===== src/rtl/proc_fetch_pkg.sv =====
// Shared constants and types for the F-stage fetch engine.
package proc_fetch_pkg;

    localparam logic [31:0] c_reset_vector = 32'h0000_0200;
    localparam logic [31:0] c_nop          = 32'h0000_0013;
    localparam int          c_max_inflight = 2;

    typedef logic [$clog2(c_max_inflight):0] fetch_cnt_t;

    typedef struct packed {
        logic [31:0] inst;
        logic [31:0] pc;
    } fetch_pair_t;

endpackage


===== src/rtl/proc_fetch_pc_queue.sv =====
// Circular FIFO of issued fetch PCs, one entry per outstanding imem request.
module proc_fetch_pc_queue #(
    parameter int p_depth = 2
) (
    input  logic        clk,
    input  logic        reset,
    input  logic        push,
    input  logic [31:0] push_data,
    input  logic        pop,
    output logic [31:0] head,
    output logic        full,
    output logic        empty
);

    localparam int PW = (p_depth > 1) ? $clog2(p_depth) : 1;
    localparam int CW = $clog2(p_depth) + 1;
    localparam logic [PW-1:0] LAST      = PW'(p_depth - 1);
    localparam logic [CW-1:0] DEPTH_CNT = CW'(p_depth);

    logic [31:0]   mem [p_depth];
    logic [PW-1:0] wr_ptr, rd_ptr;
    logic [CW-1:0] count;
    logic          do_push, do_pop;

    // A pop frees the slot in the same cycle, so push is legal when full
    assign do_pop  = pop && !empty;
    assign do_push = push && (!full || do_pop);

    always_ff @(posedge clk or posedge reset) begin
        if (reset) begin
            wr_ptr <= '0;
            rd_ptr <= '0;
            count  <= '0;
        end else begin
            if (do_push) wr_ptr <= (wr_ptr == LAST) ? '0 : wr_ptr + PW'(1);
            if (do_pop)  rd_ptr <= (rd_ptr == LAST) ? '0 : rd_ptr + PW'(1);
            count <= count + CW'(do_push) - CW'(do_pop);
        end
    end

    always_ff @(posedge clk) begin
        if (do_push) mem[wr_ptr] <= push_data;
    end

    assign head  = mem[rd_ptr];
    assign full  = (count == DEPTH_CNT);
    assign empty = (count == '0);

endmodule


===== src/rtl/proc_fetch_unit.sv =====
// F-stage fetch engine: owns the fetch PC, pipelines imem requests and squashes
// stale responses after a redirect.
module proc_fetch_unit
    import proc_fetch_pkg::*;
#(
    parameter logic [31:0] p_reset_vector = c_reset_vector,
    parameter int          p_max_inflight = c_max_inflight
) (
    input  logic        clk,
    input  logic        reset,
    output logic        imemreq_val,
    input  logic        imemreq_rdy,
    output logic [31:0] imemreq_addr,
    input  logic        imemresp_val,
    output logic        imemresp_rdy,
    input  logic [31:0] imemresp_data,
    input  logic        redirect_val,
    input  logic [31:0] redirect_target,
    output logic        inst_val_F,
    input  logic        inst_rdy_D,
    output logic [31:0] inst_F,
    output logic [31:0] pc_F
);

    localparam int CW = $clog2(p_max_inflight) + 1;
    typedef logic [CW-1:0] cnt_t;
    localparam cnt_t MAX_CNT = CW'(p_max_inflight);

    logic [31:0] fetch_pc;
    cnt_t        inflight_cnt, drop_cnt;
    logic [31:0] q_head;
    logic        q_full, q_empty;
    logic        req_fire, resp_fire, deliver;
    fetch_pair_t out_pair;

    assign imemreq_val  = !reset && (inflight_cnt < MAX_CNT) && !q_full;
    assign imemreq_addr = reset ? '0 : (redirect_val ? redirect_target : fetch_pc);
    assign req_fire     = imemreq_val && imemreq_rdy;

    // Squash and redirect both swallow the response; only a clean cycle
    // passes it to decode under decode's backpressure.
    always_comb begin
        imemresp_rdy = 1'b0;
        deliver      = 1'b0;
        if (reset) begin
            imemresp_rdy = 1'b0;
        end else if (drop_cnt != '0 || redirect_val) begin
            imemresp_rdy = 1'b1;
        end else begin
            imemresp_rdy = inst_rdy_D;
            deliver      = 1'b1;
        end
    end

    assign resp_fire = imemresp_val && imemresp_rdy;

    always_comb begin
        out_pair.inst = reset ? '0 : c_nop;
        out_pair.pc   = '0;
        if (deliver) begin
            out_pair.inst = imemresp_data;
            out_pair.pc   = q_head;
        end
    end

    assign inst_val_F = deliver && imemresp_val;
    assign inst_F     = out_pair.inst;
    assign pc_F       = out_pair.pc;

    always_ff @(posedge clk or posedge reset) begin
        if (reset) begin
            fetch_pc     <= p_reset_vector;
            inflight_cnt <= '0;
            drop_cnt     <= '0;
        end else begin
            if (req_fire)          fetch_pc <= imemreq_addr + 32'd4;
            else if (redirect_val) fetch_pc <= redirect_target;

            inflight_cnt <= inflight_cnt + cnt_t'(req_fire) - cnt_t'(resp_fire);

            // Requests issued this cycle already target the new path, so only
            // older ones still outstanding after this cycle's response are stale.
            if (redirect_val)
                drop_cnt <= inflight_cnt - cnt_t'(resp_fire);
            else if (drop_cnt != '0 && resp_fire)
                drop_cnt <= drop_cnt - cnt_t'(1);
        end
    end

    proc_fetch_pc_queue #(
        .p_depth (p_max_inflight)
    ) u_pc_queue (
        .clk       (clk),
        .reset     (reset),
        .push      (req_fire),
        .push_data (imemreq_addr),
        .pop       (resp_fire),
        .head      (q_head),
        .full      (q_full),
        .empty     (q_empty)
    );

    logic unused_ok;
    assign unused_ok = q_empty;

endmodule

===== config.mk =====
export PLATFORM = sky130hd
export DESIGN_NAME = proc_fetch_unit
export DESIGN_NICKNAME = d
export VERILOG_FILES = /design/src/rtl/proc_fetch_pkg.sv /design/src/rtl/proc_fetch_pc_queue.sv /design/src/rtl/proc_fetch_unit.sv
export SDC_FILE = /design/constraint.sdc
export NUM_CORES = 1
export LEC_CHECK = 0
export ABC_CLOCK_PERIOD_IN_PS = 3900
export BUFFER_PORTS_ARGS = -buffer_cell sky130_fd_sc_hd__buf_2
export CAP_MARGIN = 0
export CORE_MARGIN = 3
export CORE_UTILIZATION = 35
export CTS_CLUSTER_DIAMETER = 150
export DETAILED_ROUTE_END_ITERATION = 8
export GPL_ROUTABILITY_DRIVEN = 0
export SLEW_MARGIN = 0
export SYNTH_ARGS = -nofsm -noshare
export SYNTH_HDL_FRONTEND = slang
export SYNTH_HIERARCHICAL = 1
export SYNTH_SLANG_ARGS = --single-unit

===== constraint.sdc =====
create_clock -name clk -period 3.9 [get_ports clk]
set_input_delay 0 -clock clk [delete_from_list [all_inputs] [get_ports clk]]
set_output_delay 0 -clock clk [all_outputs]
set_load 0.02 [all_outputs]

==> results_dict.tcl, run 1 <==
set metrics [dict create \
    arrival_ns 2.71 \
    cp_slowest_stage_delay_ns 0.55 \
    drt_first_pass_iters 4 \
    cts_htree_levels 3 \
    path_clk_slew_ns 0.07 \
    hold_path.class "primary input to flop" \
    routed_wl_um 13380 \
    netlist_instances 463 \
    io_buffers 168 \
    cts_resized 0 \
    path_cells "dlygate4sd3_1, buf_2, buf_4, or2_2, nor2_4, buf_4, and2_1, buf_2" \
    crit_path_start_kind "primary input" \
    ff2ff_path_depth 8 \
    drcViolationCount 0 \
    grt-ovfl-total 0 \
    crit_type "primary input to primary output" \
    drive_above_1_share_pct 38.03 \
    endpoint_kind "primary output" \
    core_area_um2 15260 \
    finalSetupTns_ns 0 \
    drtIter0Drc 239 \
    die_y_um 131.1 \
    rows 45 \
    clockBufferDepth 2 \
    grt_max_degree 38 \
    routed_via_density 4.788 \
    cts_tree "done" \
    fillers 1431 \
    dp_hpwl_um 10080 \
    synth_fp_nets 537 \
    final.setup.worst_slack_ns 1.187 \
    max_cap_viol_count 0 \
    start_util_pct 35.88 \
    clock_latency_ns 0.35 \
    wl_per_cell_um 15.73 \
    leakagePower_nw 3.008 \
    syn_area_um2 5475 \
    cts.sinks 104 \
    rsz0062_at_grt "no" \
    grt_pass1_wl_um 20300 \
    hold_depth 3 \
    ant_nets 0 \
    ys.warnings.count 6 \
    areaGrowthSynthToFinish_pct 26.65 \
    hold_viol 0 \
    die_w_um 131.1 \
    vias 4075 \
    maxSlewHeadroom_pct 40.98 \
    grt_pass1_vias 3956 \
    clockRootBuffer "clkbuf_16" \
    path_max_fanout 37 \
    slew_viol_final 0 \
    cts_buffers 9 \
    grt_usage_pct 15.23 \
    required_ns 3.90 \
    antenna_found_initial 1 \
    clock_skew_ns 0.005961 \
    num_io_pins 169 \
    setup_viol 0 \
    hold_slack_ns 0.02159 \
    power_density_nw_per_um2 477.1 \
    worst_pin_slew_ns 0.8853 \
    synth_area_per_cell_um2 11.83 \
    fin_crit_sh_pct 69.56 \
    min_period_ns 2.713 \
    max-vdd-ir-drop_v 0.0002401 \
    dieArea_um2 17180 \
    clock.fmax_mhz 368.6 \
    slowest_stage "nor2_4" \
    layout.nets 708 \
    status "complete, no violations" \
    dp_worst_setup_slack_ns 1.164 \
]
[per-layer routing]
layer  wire, um  global-route usage (%)  up-vias  part of all wire, %
met5          9                       0        -                0.067
met4        163                   4.416        2                  1.2
met3        826                   3.160       14                  6.2
met2       6683                   26.49      123                   50
met1       5701                   19.16     1967                   43
li1           -                       -     1969                    -
[power breakdown]
| group | internal, W | switching, W |
|---|---|---|
| sequential | 0.00134 | 0.000118 |
| combinational | 0.000395 | 0.000479 |
| clock | 0.000569 | 0.000408 |
| total | 0.00230 | 0.00101 |
[worst max-delay path, delay by kind of cell]
| kind | cells | cell delay (ns) |
|---|---|---|
| buffers and inverters | 5 | 1.55 |
| AND/OR/NAND/NOR | 3 | 1.12 |
[cells in the final DEF, fill, tap and decap left out, drive strengths merged, types with 7 or more instances in the layout]
cell type	n
mux2i	32
inv	11
buf	177
edfxtp	64
dfrtp	39
a21oi	9
clkbuf	9
nand3	11
nor2	50
and2	65
nand2	16
xor2	13
nand2b	7
mux2	34
xnor2	27
[worst paths after layout]
check	start	to	slack [ns]
max in group asynchronous	reset	fetch_pc[9]	2.80
worst min register to register	fetch_pc[0]	fetch_pc[0]	0.50
worst max-delay path	reset	inst_F[27]	1.19
min in group asynchronous	reset	fetch_pc[4]	0.34
worst max register to register	u_pc_queue/count[0]	fetch_pc[26]	1.19
worst min-delay path	redirect_target[24]	fetch_pc[24]	0.02
[final cells by class]
cell class,instances,area (um^2),area share (%)
Antenna cell,1,2.502,0.03609
Tap cell,211,264.0,3.807
Multi-Input combinational cell,328,2424,34.95
Clock buffer,9,225.2,3.248
Sequential cell,104,2924,42.17
Timing Repair Buffer,182,958.4,13.82
Inverter,9,33.78,0.4872
Clock inverter,7,102.6,1.480
[metrics by stage]
step                instance area, um^2  total power (W)  util, %  instances
finish                             6934         0.003308    45.44        851
global route                       6932         0.003487    45.43        850
CTS                                6932         0.003350    45.43        850
detailed placement                 6554         0.002359    42.95        829
global placement                   6554         0.002341    42.95        829
floorplan                          5475         0.002112        -        463
[timing repair]
action | in CTS | in global routing
hold buffers | 5 | 0
endpoints found under the hold margin | 15 | 0
setup buffers | 0 | 0
[flip-flops by register name (all words and copies together) (netlist names)]
name and flops:
u_pc_queue/wr_ptr 1, u_pc_queue/count 2, u_pc_queue/mem 64, u_pc_queue/rd_ptr 1
fetch_pc 32, inflight_cnt 2, drop_cnt 2
Power figures use the tool's default switching activity.
==> run 2, diff against run 1 <==
--- a/config.mk
+++ b/config.mk
@@ -5,7 +5,7 @@
 export SDC_FILE = /design/constraint.sdc
 export NUM_CORES = 1
 export LEC_CHECK = 0
-export ABC_CLOCK_PERIOD_IN_PS = 3900
+export ABC_CLOCK_PERIOD_IN_PS = 2800
 export BUFFER_PORTS_ARGS = -buffer_cell sky130_fd_sc_hd__buf_2
 export CAP_MARGIN = 0
 export CORE_MARGIN = 3
==> constraint.sdc (replaced) <==
create_clock -name clk -period 2.8 [get_ports clk]
set_input_delay 0 -clock clk [delete_from_list [all_inputs] [get_ports clk]]
set_output_delay 0 -clock clk [all_outputs]
set_load 0.02 [all_outputs]
==> run 2 against run 1 <==
- setup slack got worse by 0.97 ns
- non-clock buffer count rose by 9
- cell count rose by 0.94%
- final area rose by 0.60%
- core utilization rose by 0.27 points
- register-to-register slack got worse by 0.97 ns
- total power rose by 35%
- flip-flop and latch count did not move
- clock skew rose by 0.0064 ns
- global-route usage rose by 0.99 points
==> results_dict.tcl, run 2 (synthesized netlist as in run 1, its figures left out) <==
set metrics [dict create \
    clock.fmax_mhz 386.9 \
    layout.nets 717 \
    max-vdd-ir-drop_v 0.0003560 \
    cts_htree_levels 3 \
    arrival_ns 2.86 \
    required_ns 3.08 \
    post-cts-setup-buffers 0 \
    routed_wl_um 14080 \
    largest_register "u_pc_queue/mem" \
    worstReg2RegStart "u_pc_queue/count[0]" \
    ant_nets 0 \
    power_density_nw_per_um2 641.8 \
    total_power_w 0.004477 \
    path_clk_slew_ns 0.07 \
    dp_hpwl_um 10610 \
    worst_pin_slew_ns 0.6271 \
    ff2ff_path_depth 8 \
    dieArea_um2 17180 \
    io_buffers 168 \
    drt_first_pass_iters 4 \
    crit_path_start "u_pc_queue/count[0]" \
    hold_start "redirect_target[31]" \
    drcViolationCount 0 \
    maxSlewHeadroom_pct 58.10 \
    setup_viol 0 \
    cts.sinks 104 \
    crit_path_start_kind "flop" \
    clockBufferDepth 2 \
    leakagePower_nw 3.045 \
    wl_per_cell_um 16.40 \
    core_area_um2 15260 \
    path_max_fanout 9 \
    grt-ovfl-total 0 \
    clock_latency_ns 0.36 \
    path_cells "nand2b_1, inv_1, or4b_1, inv_2, o211ai_2, nand4b_4, a2111oi_2, xnor2_1" \
    crit_type "flop to flop" \
    reg.largest.list "u_pc_queue/mem: 64 flops, fetch_pc: 32 flops" \
    rsz0062_at_grt "no" \
    grt_pass1_wl_um 21180 \
    areaGrowthSynthToFinish_pct 27.40 \
    rows 45 \
    grt_pass1_vias 4235 \
    mostFrequentLayoutCells "buf_2 (168), and2_1 (65), edfxtp_1 (64)" \
    hold_viol 0 \
    antenna_found_initial 0 \
    drive_above_1_share_pct 39.04 \
    hold_depth 3 \
    r2r_slack_ns 0.22 \
    clock_skew_ns 0.01232 \
    final_common_cell "buf_2" \
    cts_tree "done" \
    fin_crit_sh_pct 92.30 \
    vias 4098 \
    clockRootBuffer "clkbuf_16" \
    cts_resized 0 \
    grt_usage_pct 16.23 \
    max_cap_viol_count 0 \
    endpoint_kind "flop" \
    hold_slack_ns 0.009185 \
    diodes 0 \
    status "complete, no violations" \
    routed_via_density 4.771 \
    die_y_um 131.1 \
    min_period_ns 2.584 \
    num_io_pins 169 \
    hold_path.class "primary input to flop" \
    worst_hold_path.endpoint "fetch_pc[31]" \
    worstReg2RegEnd "fetch_pc[26]" \
    grt_max_degree 34 \
    utilization_pct 45.72 \
    die_w_um 131.1 \
    drtIter0Drc 115 \
    slowest_stage "or4b_1" \
    start_util_pct 35.88 \
    cp_slowest_stage_delay_ns 0.64 \
    slew_viol_final 0 \
    cts_buffers 9 \
    largest_reg_flops 64 \
]
==> run 2: cell count changes in the layout (fill, tap and decap cells not counted), sizes merged <==
cell / before / now
buf: 177 / 186
bufinv: 2 / 0
clkinv: 2 / 3
diode: 1 / 0
clkinvlp: 1 / 2
==> run 2: where the power goes <==
group	switching [W]	total, W	leakage (nW)	internal, W
combinational	0.000742	0.00131	1.86	0.000570
sequential	0.000107	0.00197	1.06	0.00186
clock	0.000582	0.00119	0.132	0.000611
==> run 2: repair_timing <==
item                                    in CTS  in global routing
hold endpoints to repair                    13                  0
endpoints found under the setup margin       0                  0
hold buffers                                 5                  0
==> run 2: how the worst max path moves through the flow <==
stage                                end  slack, ns  cells after the start
floorplan           u_pc_queue/mem[0][0]      -0.10                      6
detailed placement          fetch_pc[26]       0.19                      8
global route                fetch_pc[26]       0.05                      8
finish                      fetch_pc[26]       0.22                      8
global placement            fetch_pc[26]       0.31                      8
CTS                         fetch_pc[26]       0.20                      8
==> run 2: layout make-up <==
type,count,area [um^2]
fillers,1425,8283
flip-flops and latches,104,2924
multi-input cells,328,2435
repair buffers,191,1039
well taps,211,264.0
clock buffers,9,225.2
clock inverters,7,55.05
inverters,9,33.78
==> run 2: worst max-delay path, delay by kind of cell, from the launching register on <==
kind,cells,cell delay (ns)
AND/OR/NAND/NOR,3,1.07
flip-flops,1,0.42
AO/OA/AOI/OAI,2,0.57
XOR/XNOR,1,0.16
buffers and inverters,2,0.29
==> run 2: per-stage QoR <==
stage / setup slack, ns / std cells / cell area, um^2 / TNS, ns
3_5_place_dp: 0.1936 / 838 / 6645 / 0
5_1_grt: 0.05398 / 859 / 6975 / 0
6_report: 0.2156 / 859 / 6975 / 0
2_1_floorplan: -0.1046 / 463 / 5499 / -6.697
4_1_cts: 0.1975 / 859 / 6975 / 0
3_3_place_gp: 0.3143 / 838 / 6645 / 0
==> run 2: layer usage <==
metal	vias to the layer above	track usage, %	share of wire [%]
li1	1985	-	-
met1	1966	18.88	41
met2	129	29.39	51
met3	18	2.877	6.4
met4	0	6.655	1.9
met5	-	0	0
